===== src/rtl/fir_pkg.sv =====
// Shared constants, state encoding and arithmetic helpers for the fir_mac_seq tap engine.
package fir_pkg;

  localparam int DATA_W = 8;
  localparam int PROD_W = 16;
  localparam int OUT_W  = 16;

  localparam logic [1:0] ST_IDLE  = 2'd0;
  localparam logic [1:0] ST_MAC   = 2'd1;
  localparam logic [1:0] ST_DRAIN = 2'd2;
  localparam logic [1:0] ST_OUT   = 2'd3;

  typedef enum logic [1:0] {
    IDLE  = ST_IDLE,
    MAC   = ST_MAC,
    DRAIN = ST_DRAIN,
    OUT   = ST_OUT
  } state_e;

  // Widened copy of a product; callers size-cast it down to their accumulator width.
  function automatic logic signed [63:0] sext_prod(input logic signed [PROD_W-1:0] p);
    return 64'(p);
  endfunction

  function automatic logic signed [OUT_W-1:0] sat_out(input logic signed [63:0] v);
    if (v > 64'sd32767)
      return {1'b0, {(OUT_W-1){1'b1}}};
    else if (v < -64'sd32768)
      return {1'b1, {(OUT_W-1){1'b0}}};
    else
      return v[OUT_W-1:0];
  endfunction

endpackage


===== src/rtl/vedic_4x4.sv =====
// Unsigned 4x4 vedic (urdhva-tiryagbhyam) multiplier cell built from 2x2 partial products.
module vedic_4x4 (
  input  logic [3:0] a_i,
  input  logic [3:0] b_i,
  output logic [7:0] p_o
);

  logic [3:0] q_ll, q_lh, q_hl, q_hh;
  logic [4:0] mid;
  logic [5:0] upper;

  assign q_ll = {2'b00, a_i[1:0]} * {2'b00, b_i[1:0]};
  assign q_lh = {2'b00, a_i[1:0]} * {2'b00, b_i[3:2]};
  assign q_hl = {2'b00, a_i[3:2]} * {2'b00, b_i[1:0]};
  assign q_hh = {2'b00, a_i[3:2]} * {2'b00, b_i[3:2]};

  // Cross terms sit two bits up; the high-by-high term sits four bits up.
  assign mid   = {1'b0, q_lh} + {1'b0, q_hl};
  assign upper = {q_hh, 2'b00} + {1'b0, mid} + {4'b0000, q_ll[3:2]};
  assign p_o   = {upper, q_ll[1:0]};

endmodule


===== src/rtl/vedic_signed_8x8.sv =====
// Signed 8x8 multiplier: sign-magnitude wrapper around four vedic_4x4 cells.
module vedic_signed_8x8
  import fir_pkg::*;
(
  input  logic signed [DATA_W-1:0] a_i,
  input  logic signed [DATA_W-1:0] b_i,
  output logic signed [PROD_W-1:0] p_o
);

  logic [DATA_W-1:0] mag_a, mag_b;
  logic [7:0]        pp_ll, pp_lh, pp_hl, pp_hh;
  logic [8:0]        mid;
  logic [11:0]       upper;
  logic [15:0]       mag_p;

  // -128 maps to magnitude 128, which still fits in 8 unsigned bits.
  assign mag_a = a_i[DATA_W-1] ? (~a_i + DATA_W'(1)) : a_i;
  assign mag_b = b_i[DATA_W-1] ? (~b_i + DATA_W'(1)) : b_i;

  vedic_4x4 u_ll (.a_i(mag_a[3:0]), .b_i(mag_b[3:0]), .p_o(pp_ll));
  vedic_4x4 u_lh (.a_i(mag_a[3:0]), .b_i(mag_b[7:4]), .p_o(pp_lh));
  vedic_4x4 u_hl (.a_i(mag_a[7:4]), .b_i(mag_b[3:0]), .p_o(pp_hl));
  vedic_4x4 u_hh (.a_i(mag_a[7:4]), .b_i(mag_b[7:4]), .p_o(pp_hh));

  assign mid   = {1'b0, pp_lh} + {1'b0, pp_hl};
  assign upper = {pp_hh, 4'b0000} + {3'b000, mid} + {8'h00, pp_ll[7:4]};
  assign mag_p = {upper, pp_ll[3:0]};

  assign p_o = (a_i[DATA_W-1] ^ b_i[DATA_W-1]) ? -mag_p : mag_p;

endmodule


===== src/rtl/fir_mac_seq.sv =====
// Sequential FIR tap engine: one 8-bit sample in, TAPS serial MACs, one 16-bit result out.
// Define FIR_SAT_EN to clamp the output to int16; otherwise the output wraps.
module fir_mac_seq
  import fir_pkg::*;
#(
  parameter int TAPS      = 8,
  parameter int ACC_W     = 20,
  parameter int OUT_SHIFT = 0
) (
  input  logic                       clk,
  input  logic                       rst,
  input  logic                       in_valid,
  output logic                       in_ready,
  input  logic signed [DATA_W-1:0]   in_data,
  input  logic                       coef_we,
  input  logic [$clog2(TAPS)-1:0]    coef_addr,
  input  logic signed [DATA_W-1:0]   coef_data,
  output logic                       out_valid,
  input  logic                       out_ready,
  output logic signed [OUT_W-1:0]    out_data
);

  localparam int AW = $clog2(TAPS);

  state_e                   state_q;
  logic [AW-1:0]            k_q;
  logic signed [ACC_W-1:0]  acc_q, acc_d, acc_shift;
  logic signed [PROD_W-1:0] p_q, prod;
  logic signed [DATA_W-1:0] x_q [TAPS];
  logic signed [DATA_W-1:0] h_q [TAPS];
  logic signed [OUT_W-1:0]  out_data_q, out_fmt;
  logic                     out_valid_q;
  logic                     accept, last_tap;

  vedic_signed_8x8 u_mul (
    .a_i (x_q[k_q]),
    .b_i (h_q[k_q]),
    .p_o (prod)
  );

  assign acc_d     = acc_q + ACC_W'(sext_prod(p_q));
  assign acc_shift = acc_d >>> OUT_SHIFT;

`ifdef FIR_SAT_EN
  assign out_fmt = sat_out(64'(acc_shift));
`else
  assign out_fmt = OUT_W'(acc_shift);
`endif

  assign in_ready  = (state_q == IDLE);
  assign accept    = in_valid && in_ready;
  assign last_tap  = (k_q == AW'(TAPS - 1));
  assign out_valid = out_valid_q;
  assign out_data  = out_data_q;

  // NOTE: every register here is updated with <=, so the delay-line shift and the
  // acc/p_q pipeline all read pre-edge values; blocking assignments would collapse them.
  // NOTE: the delay line and coefficients are plain flops, so reset clears them in place
  // rather than through a sequenced clear as a RAM would need.
  always_ff @(posedge clk or posedge rst) begin
    if (rst) begin
      state_q     <= IDLE;
      k_q         <= '0;
      acc_q       <= '0;
      p_q         <= '0;
      out_valid_q <= 1'b0;
      out_data_q  <= '0;
      for (int i = 0; i < TAPS; i++) begin
        x_q[i] <= '0;
        h_q[i] <= '0;
      end
    end else begin
      case (state_q)
        IDLE: begin
          if (coef_we && (32'(coef_addr) < TAPS))
            h_q[coef_addr] <= coef_data;
          if (accept) begin
            x_q[0] <= in_data;
            for (int i = 1; i < TAPS; i++)
              x_q[i] <= x_q[i-1];
            acc_q   <= '0;
            k_q     <= '0;
            state_q <= MAC;
          end
        end
        MAC: begin
          p_q <= prod;
          // p_q still holds a stale product during the first tap cycle.
          if (k_q != '0)
            acc_q <= acc_d;
          k_q <= k_q + AW'(1);
          if (last_tap)
            state_q <= DRAIN;
        end
        DRAIN: begin
          out_data_q  <= out_fmt;
          out_valid_q <= 1'b1;
          state_q     <= OUT;
        end
        OUT: begin
          if (out_ready) begin
            out_valid_q <= 1'b0;
            state_q     <= IDLE;
          end
        end
        default: state_q <= IDLE;
      endcase
    end
  end

endmodule

===== config.mk =====
export PLATFORM = sky130hd
export DESIGN_NAME = fir_mac_seq
export DESIGN_NICKNAME = d
export VERILOG_FILES = /design/src/rtl/fir_pkg.sv /design/src/rtl/vedic_4x4.sv /design/src/rtl/vedic_signed_8x8.sv /design/src/rtl/fir_mac_seq.sv
export SDC_FILE = /design/constraint.sdc
export NUM_CORES = 1
export LEC_CHECK = 0
export ABC_CLOCK_PERIOD_IN_PS = 6400
export CAP_MARGIN = 20
export CORE_MARGIN = 2
export CORE_UTILIZATION = 56
export DETAILED_ROUTE_END_ITERATION = 7
export HOLD_SLACK_MARGIN = 0.08
export PLACE_DENSITY = 0.85
export SKIP_CTS_REPAIR_TIMING = 1
export SYNTH_ARGS = -nofsm -noshare
export SYNTH_HDL_FRONTEND = slang
export SYNTH_SLANG_ARGS = --single-unit

===== constraint.sdc =====
create_clock -name clk -period 6.4 [get_ports clk]
set_input_delay 1.92 -clock clk [delete_from_list [all_inputs] [get_ports clk]]
set_output_delay 1.92 -clock clk [all_outputs]
set_load 0.1 [all_outputs]

# == Word level (Yosys, flattened, before mapping) ==
# Index checks and enable logic that the tools add are counted.
# op_classes
mul,16
reduce_logical,12
muxes,23
bitwise,5
n_addsub,20
n_lt_le_gt_ge,3
eq_ne,8
# ops
cell,count
bitwise mux 64 bit,1
multiplier 2 x 2 -> 4 bit,16
2-to-1 mux 8 bit,7
binary-select mux 8 bit (select 3 bit),2
2-to-1 mux 20 bit,2
case mux 20 bit (2 select lines),1
adder 6 x 2 -> 6 bit,4
adder 6 x 5 -> 6 bit,4
demux 8 bit (select 3 bit),1
adder 20 x 16 -> 20 bit,1
adder 4 x 4 -> 5 bit,4
"adder 8 x 2 -> 8 bit, second input constant",2
2-to-1 mux 16 bit,1
negator 16 bit,1
inverter 8 bit,2
adder 12 x 4 -> 12 bit,1
adder 12 x 9 -> 12 bit,1
adder 8 x 8 -> 9 bit,1
">= comparator 4 bit, second input constant",2
inverter 3 -> 4 bit,2
case mux 2 bit (4 select lines),1
AND reduction 2 bit,4
2-to-1 mux 2 bit,3
"!= test 2 bit, second input constant",3
other kinds (16),20
# totals
output_inout_bits,18
ff_bits,186
elab_cells,109

# == Depth between registers and ports, before layout ==
# Gate-level depths: netlist of the first run.
# logic_depth
ltp_word,16
mapped_depth,31
ltp_nobuf,28

# == Hierarchy ==
# A second synthesis of the first run with hierarchy kept.
# unflattened
cells_unflattened,959
hier_area_um2,11713.7
# modules_own_cells
module,seq_area_each_um2,n_inst,area_per_inst_um2,cells_per_inst
fir_mac_seq,4554.4,1,8584.5,591
vedic_4x4,0.0,4,469.2,53
vedic_signed_8x8,0.0,1,1252.5,156

# == Worst setup path after synthesis of the first run ==
# Ideal clock, no wire load.
# synth_timing
path_type,register -> register
from,register k_q[0]
to,register p_q[14]
n_path_buf,4
setup_slack_ns,-0.667
t_arrival_ns,6.942
path_stages_with_launch,30
setup_time_ns,0.125
path_cell_list,dfrtp_1 buf_6 buf_6 buf_6 mux4_2 mux2i_1 buf_2 ha_1 nor2_1 xnor2_1 nand2b_1 fa_1 inv_1 ha_1 fa_1 ha_1 fa_1 a21o_1 a21oi_1 xnor2_1 fa_1 ha_1 nor2b_1 o31a_1 o31a_1 o22a_1 xnor2_1 a41oi_1 xnor2_1 mux2_2
# synth_via
elab_chain_cells,16
elab_cells_between_ends,47
classes_between,18 x add/sub; 16 x mul; 9 x mux; 4 x bitwise
# synth_rtl
element,line,rtl
from (decl),fir_mac_seq.sv:26,logic [AW-1:0] k_q;
from (signal assigned),fir_mac_seq.sv:91,k_q <= k_q + AW'(1);
inverter 3 -> 4 bit (not written as such) *,"fir_mac_seq.sv:36, fir_mac_seq.sv:37",
binary-select mux 8 bit (select 3 bit) (on tied branches),"fir_mac_seq.sv:36, fir_mac_seq.sv:37",
2-to-1 mux 8 bit (on tied branches) (2 in a row),"fir_mac_seq.sv:36, fir_mac_seq.sv:37",
inverter 8 bit (on tied branches),"vedic_signed_8x8.sv:17, vedic_signed_8x8.sv:18",
adder 8 x 2 -> 8 bit (on tied branches),"vedic_signed_8x8.sv:17, vedic_signed_8x8.sv:18",
2-to-1 mux 8 bit (on tied branches),"vedic_signed_8x8.sv:17, vedic_signed_8x8.sv:18",
multiplier 2 x 2 -> 4 bit (on tied branches),"vedic_4x4.sv:13, vedic_4x4.sv:14",
adder 4 x 4 -> 5 bit,vedic_4x4.sv:18,"assign mid = {1'b0, q_lh} + {1'b0, q_hl};"
adder 6 x 5 -> 6 bit,vedic_4x4.sv:19,"assign upper = {q_hh, 2'b00} + {1'b0, mid} + {4'b0000, q_ll[3:2]};"
adder 6 x 2 -> 6 bit,vedic_4x4.sv:19,
adder 8 x 8 -> 9 bit,vedic_signed_8x8.sv:25,"assign mid = {1'b0, pp_lh} + {1'b0, pp_hl};"
adder 12 x 9 -> 12 bit,vedic_signed_8x8.sv:26,"assign upper = {pp_hh, 4'b0000} + {3'b000, mid} + {8'h00, pp_ll[7:4]};"
adder 12 x 4 -> 12 bit,vedic_signed_8x8.sv:26,
negator 16 bit,vedic_signed_8x8.sv:29,assign p_o = (a_i[DATA_W-1] ^ b_i[DATA_W-1]) ? -mag_p : mag_p;
2-to-1 mux 16 bit *,vedic_signed_8x8.sv:29,
to (signal assigned),fir_mac_seq.sv:87,p_q <= prod;
to (decl),fir_mac_seq.sv:28,"logic signed [PROD_W-1:0] p_q, prod;"
# Every way passes the cells marked *; elsewhere a longest branch is shown, timed or not. The select of a mux whose other input is x is not followed.
# A chain may end at the register's enable or synchronous reset.

# == Worst setup path in the final report of the first run ==
# Ends and elaborated chain as after synthesis.

==> results of run 1 <==
-- placed cells by master, fill, tap and decap left out, drive strengths merged, types with 3 or more instances in the layout --
cell / synthesis / final
dfrtp: 182 / 182
mux2: 144 / 144
buf: 15 / 127
nor2: 100 / 100
ha: 85 / 85
inv: 81 / 85
clkdlybuf4s50: 0 / 41
xnor2: 40 / 40
a21oi: 40 / 40
fa: 34 / 34
mux4: 32 / 32
o21ai: 25 / 25
nand2: 24 / 24
or2: 21 / 21
clkbuf: 14 / 20
mux2i: 17 / 17
a22o: 14 / 14
xor2: 14 / 14
a21o: 13 / 13
nand2b: 10 / 10
nor3: 8 / 8
nand3: 7 / 7
o21a: 6 / 6
clkinv: 0 / 6
o211ai: 4 / 4
or3: 4 / 4
a31oi: 4 / 4
nor2b: 4 / 4
a211oi: 3 / 3
-- layer usage --
| layer | share of wire (%) | vias to the layer above | track usage (%) |
|---|---|---|---|
| met5 | 0 | - | 0 |
| met4 | 4.8 | 0 | 10.5 |
| met3 | 3.6 | 105 | 3.82 |
| met2 | 53 | 236 | 43.9 |
| met1 | 39 | 4252 | 30.0 |
| li1 | - | 3710 | - |
-- state kept, by name, summed over array words and instances (netlist names) --
| name | cells |
|---|---|
| acc_q | 16 |
| p_q | 16 |
| out_valid | 1 |
| out_data | 16 |
| state_q | 2 |
| h_q | 64 |
| k_q | 3 |
| x_q | 64 |
-- area by class of cell --
cell class / instances / area, um^2 / share of cell area (%)
Inverter: 81 / 308 / 2.15
Tap cell: 270 / 338 / 2.36
Clock inverter: 13 / 163 / 1.14
Clock buffer: 19 / 453 / 3.17
Sequential cell: 182 / 4560 / 31.9
Multi-Input combinational cell: 677 / 7000 / 49.0
Timing Repair Buffer: 169 / 1470 / 10.3
-- stage by stage --
step / std cells / TNS [ns] / hold slack (ns) / area, um^2
after global placement: 1363 / -1.54 / 0.471 / 13100
after floorplan: 969 / -0.903 / 0.453 / 11600
after CTS: 1395 / -3.07 / 0.501 / 13700
after detailed placement: 1363 / -2.56 / 0.479 / 13100
after global routing: 1411 / -5.74 / 0.523 / 14300
final: 1411 / -4.03 / 0.499 / 14300
-- how the worst max path moves through the flow --
stage	to	slack, ns	cells past startpoint
finish	p_q[14]$_DFFE_PP0P_	-0.77	27
global route	p_q[14]$_DFFE_PP0P_	-0.98	26
CTS	p_q[14]$_DFFE_PP0P_	-0.60	26
detailed placement	p_q[14]$_DFFE_PP0P_	-0.52	26
global placement	p_q[14]$_DFFE_PP0P_	-0.35	26
floorplan	p_q[14]$_DFFE_PP0P_	-0.33	29
-- worst max-delay path, cell delays in order, from the launching register on --
cell and delay, ns:
dfrtp_2 0.46, clkbuf_16 0.18, mux4_2 0.55, mux2i_4 0.37
nor2_1 0.18, xnor2_2 0.27, buf_4 0.18, nand2b_1 0.09
fa_2 0.58, inv_2 0.04, ha_4 0.25, inv_2 0.03
fa_1 0.52, inv_1 0.04, ha_2 0.19, fa_2 0.54
inv_2 0.04, fa_1 0.49, inv_2 0.05, ha_4 0.24
o21a_1 0.18, o31a_1 0.12, o31a_1 0.29, o22a_1 0.24
xnor2_2 0.26, a41oi_2 0.17, xnor2_1 0.20, mux2_4 0.28
-- kinds of logic after synthesis --
logic type / Yosys count
flops: 182
mux: 193
compound gates: 125
buf+inv: 110
xor+xnor: 54
simple gates: 186
fa+ha+maj: 119
==> run summary, run 1 <==
Status: complete, but fails checks
Violated checks: setup timing
Area Growth Syn to Fin: 24.6%
Post-synthesis cell type with the largest combined area: dfrtp_1
Area contributors post-synth: dfrtp_1, mux2_2, ha_1
Critical path launch point: k_q[0]$_DFFE_PP0P_
Post-synth top flop: dfrtp_1
Ratio of cells with drive above 1 in the final layout: 38.5%
Share of the synthesized area in the top cell type: 39.7%
Relative slew slack: 27.4%
CP Capture Type: register
Adder-cell area share of the yosys netlist: 15.2%
Synth top cells by count: dfrtp_1, mux2_2, nor2_1
Reg2reg setup slack: -0.77 ns
Post-detail-place hpwl: 17.3 mm
Max Slew Vio Count: 0
Hold EP: acc_q[7]$_DFFE_PP0P_
Worst hold start: acc_q[7]$_DFFE_PP0P_
Vias per cell: 5.88
Crit path arrival time: 7.49 ns
Highest Clock Rate: 0.139 GHz
Num CTS Buffers: 17
Die area: 21,700 um^2
Reg2reg end: p_q[14]$_DFFE_PP0P_
Compound-Gate Fraction of Synth Area: 7.01%
Total grt overflow: 0
CP Launch Type: register
Global-route wire length before repair: 42.5 mm
First-pass DRT Iterations: 5
Post-synth EDFFs: 0
Pre-CTS setup slack: -0.521 ns
Yosys synthesis warning count: 0
CTS root buf: clkbuf_16
Worst EP required: 6.72 ns
Clock transition at path regs: 0.07 ns
Synth Cell Area: 11,500 um^2
Total GRT Usage: 24.7%
Mux cell area share after synthesis: 22.6%
RSZ-0062 raised after global routing: yes
Largest net degree at the start of global routing: 183
Hold Crit Depth: 2
Core Util, Final: 70.9%
Number of library cell types mapped by synthesis: 52
Drt wl/cell: 20.0 um
Final setup violation count: 8
Worst R2R Path Depth: 27
Max-cap violation count: 0
Reg-to-reg startpoint: k_q[0]$_DFFE_PP0P_
CTS tree: yes
Clk_lat worst skew: 0.45 ns
Die Span X: 147 um
Clk buf depth: 2
Vias in the first global route: 8,642
Final min period: 7.17 ns
Syn Nets: 1,112
Initial antenna violation count: 0
WS Path Type: register to register
Htree depth: 4
Final wirelength: 28.2 mm
Gate Count Post-Synth: 969
Net count, final: 1,271
Site row count: 52
XOR/XNOR share of the synthesized area: 4.12%
Post-DRT Antenna Nets: 0
Initial DRC count: 499
Mean post-synth cell area: 11.8 um^2
Post-synthesis sequential area ratio: 39.7%
CP Max Fanout: 7
I/O pin cnt: 42
Largest family of logic cells by synthesized area: multiplexers
Num Clock Sinks: 182
FILL cells: 1,229
Fin crit share: 112%
Tightest Hold Check Type: register to register
Register bit total from synthesis: 182
Via count: 8,303
Top-count cell post-synth: dfrtp_1
Final hold violation count: 0
Slew @ Worst Pin: 1.09 ns
# port buffers: 41
GPL Wtd Cong: 0.842
Final Skew: 0.0254 ns
Starting Density: 56.9%
Synth async-reset ratio: 100%
Die height: 147 um
Number of remaining DRC errors: 0
Total core area: 20,200 um^2
Final WS setup: -0.770 ns
Ant. Diodes: 0
Simple-gate share of the synthesized area: 7.42%
Power of run 1 is left out: the tool's default activity adds up to more than one toggle a clock period on the data nets, which glitch-free logic cannot reach.
==> inputs of run 2 (changes only) <==
--- a/config.mk
+++ b/config.mk
@@ -8,10 +8,11 @@
 export ABC_CLOCK_PERIOD_IN_PS = 6400
 export CAP_MARGIN = 20
 export CORE_MARGIN = 2
-export CORE_UTILIZATION = 56
+export CORE_UTILIZATION = 59
 export DETAILED_ROUTE_END_ITERATION = 7
+export DONT_BUFFER_PORTS = 1
 export HOLD_SLACK_MARGIN = 0.08
-export PLACE_DENSITY = 0.85
+export PLACE_DENSITY = 0.86
 export SKIP_CTS_REPAIR_TIMING = 1
 export SYNTH_ARGS = -nofsm -noshare
 export SYNTH_HDL_FRONTEND = slang
==> run 2 against run 1 <==
  * The flow still finishes with violations (setup timing)
  * Global-route usage up 1.4 points
  * Final cell count down 2.2%
  * Hold slack better by 0.0019 ns
  * Sequential cell count is the same
  * Critical path depth is 1 lower
  * Via count grew 1.4%
  * Cell area is 1.8% lower
  * Clock skew down 0.014 ns
  * First-iteration DRC count rose by 41%
==> run summary, run 2 (synthesized netlist as in run 1, its figures left out) <==
Status: complete, but fails checks
Violated checks: setup timing
Final WS setup: -0.808 ns (-0.0376 ns)
GRT met2 Usage: 45.6% (+1.7 points)
GR Util met1: 31.8% (+1.7 points)
I/O pin cnt: 42 (unchanged)
CP Max Fanout: 5 (-2)
Pre-CTS setup slack: -0.532 ns (-0.0109 ns)
Htree depth: 4 (unchanged)
Regs by FF count: h_q (64), x_q (64)
Final min period: 7.21 ns (+0.0376 ns)
Initial antenna violation count: 0 (unchanged)
Hold Crit Depth: 2 (unchanged)
Ant. Diodes: 0 (unchanged)
Clk buf depth: 2 (unchanged)
Total GRT Usage: 26.1% (+1.4 points)
Largest net degree at the start of global routing: 183 (unchanged)
Crit path arrival time: 7.51 ns (+0.02 ns)
Vias in the first global route: 8,542 (-1.2%)
Ratio of cells with drive above 1 in the final layout: 40.6% (+2.2 points)
Commonest non-fill, non-tap cell in the layout: dfrtp_1
Num CTS Buffers: 17 (unchanged)
Worst hold start: acc_q[7]$_DFFE_PP0P_
Met3 Usage GRT: 4.10% (+0.28 points)
FILL cells: 1,131 (-8.0%)
Site row count: 51 (-1.9%)
Clock transition at path regs: 0.08 ns (about the same)
Initial DRC count: 704 (+41%)
Number of remaining DRC errors: 0 (unchanged)
Highest Clock Rate: 0.139 GHz (-0.52%)
Die height: 143 um (-2.5%)
Reg-to-reg startpoint: k_q[0]$_DFFE_PP0P_
Area Growth Syn to Fin: 22.3%
Relative slew slack: 30.2% (+2.8 points)
GPL Wtd Cong: 0.839 (-0.36%)
Post-DRT Antenna Nets: 0 (unchanged)
CTS tree: yes
Max Slew Vio Count: 0 (unchanged)
Fin crit share: 113% (+0.59 points)
Slew @ Worst Pin: 1.04 ns (-0.0419 ns)
Final wirelength: 29.7 mm (+5.1%)
Drt wl/cell: 21.5 um (+7.5%)
RSZ-0062 raised after global routing: yes
Total grt overflow: 0 (unchanged)
Num Clock Sinks: 182 (unchanged)
Most frequent cells in the layout: dfrtp_1, mux2_2, buf_4
Clk_lat worst skew: 0.44 ns (about the same)
WS Path Type: register to register
Final setup violation count: 9 (+1)
Core Util, Final: 72.8% (+2.0 points)
Total core area: 19,300 um^2 (-4.5%)
# port buffers: 0 (-100%)
Tightest Hold Check Type: register to register
Reg2reg setup slack: -0.81 ns (-0.04 ns)
Global-route wire length before repair: 41.9 mm (-1.5%)
Via count: 8,423 (+1.4%)
Hold EP: acc_q[7]$_DFFE_PP0P_
Max-cap violation count: 0 (unchanged)
Vias per cell: 6.10 (+3.7%)
Starting Density: 59.6% (+2.7 points)
Die area: 20,600 um^2 (-5.0%)
Worst R2R Path Depth: 26 (-3.7%)
Die Span X: 143 um (-2.5%)
First-pass DRT Iterations: 7 (+2)
Final hold violation count: 0 (unchanged)
Reg2reg end: p_q[13]$_DFFE_PP0P_
Gr busiest metal: met2
Final Skew: 0.0118 ns (-0.0136 ns)
Setup_tns: -4.91 ns (-0.882 ns)
CP Capture Type: register
CTS root buf: clkbuf_16
Post-detail-place hpwl: 17.3 mm (+0.26%)
CP Launch Type: register
Net count, final: 1,245 (-2.0%)
Worst EP required: 6.70 ns (-0.02 ns)
-- run 2: cell types whose count changed in the layout (fill, tap and decap cells not counted), moves of 3 or more --
cell / change
clkdlybuf4s50_1: -41
inv_8: +3
buf_4: +12
buf_12: +4
mux2i_4: +3
mux2i_2: -3
-- run 2: through the flow --
step                      hold WS (ns)  cells  cell area (um^2)
after floorplan                  0.453    969             11600
after global placement           0.471   1320             12700
after detailed placement         0.474   1320             12700
after CTS                        0.493   1352             13300
after global routing             0.527   1380             14000
final                            0.501   1380             14000
-- run 2: how the worst max path moves through the flow --
stage                                   from                  end  slack (ns)
after global placement    k_q[0]$_DFFE_PP0P_  p_q[14]$_DFFE_PP0P_       -0.37
final                     k_q[0]$_DFFE_PP0P_  p_q[13]$_DFFE_PP0P_       -0.81
after global routing      k_q[0]$_DFFE_PP0P_  p_q[14]$_DFFE_PP0P_       -1.01
after CTS                 k_q[0]$_DFFE_PP0P_  p_q[14]$_DFFE_PP0P_       -0.67
after detailed placement  k_q[0]$_DFFE_PP0P_  p_q[14]$_DFFE_PP0P_       -0.53
after floorplan           k_q[0]$_DFFE_PP0P_  p_q[14]$_DFFE_PP0P_       -0.33
-- run 2: final cells by class --
| type | count | area (um^2) | share of cell area (%) |
|---|---|---|---|
| tap | 265 | 332 | 2.36 |
| multi-input combinational | 677 | 7030 | 50.1 |
| clock inverter | 15 | 158 | 1.12 |
| sequential | 182 | 4560 | 32.5 |
| clock buffer | 17 | 425 | 3.03 |
| timing repair buffer | 143 | 1220 | 8.73 |
| inverter | 81 | 308 | 2.19 |
-- run 2: critical path, stage by stage, from the launching register on --
cell,delay (ns)
dfrtp_2,0.47
clkbuf_16,0.19
mux4_2,0.54
mux2i_4,0.19
and3_4,0.23
nand3_4,0.08
or3_4,0.38
or2_1,0.25
fa_1,0.48
fa_1,0.54
fa_1,0.55
inv_1,0.08
fa_2,0.56
inv_1,0.05
fa_1,0.52
inv_2,0.05
ha_4,0.23
buf_4,0.14
o21ai_2,0.11
o21ai_4,0.09
a21oi_2,0.17
o211ai_1,0.20
a2111oi_4,0.45
buf_4,0.17
a21o_1,0.11
xnor2_1,0.13
a21oi_1,0.10
-- run 2: per-layer routing --
layer	vias to the layer above	share of wire (%)
met5	-	0
met4	0	3.5
met3	98	5.8
met2	368	54
met1	4305	37
li1	3652	-
Power of run 2 is left out for the same reason.
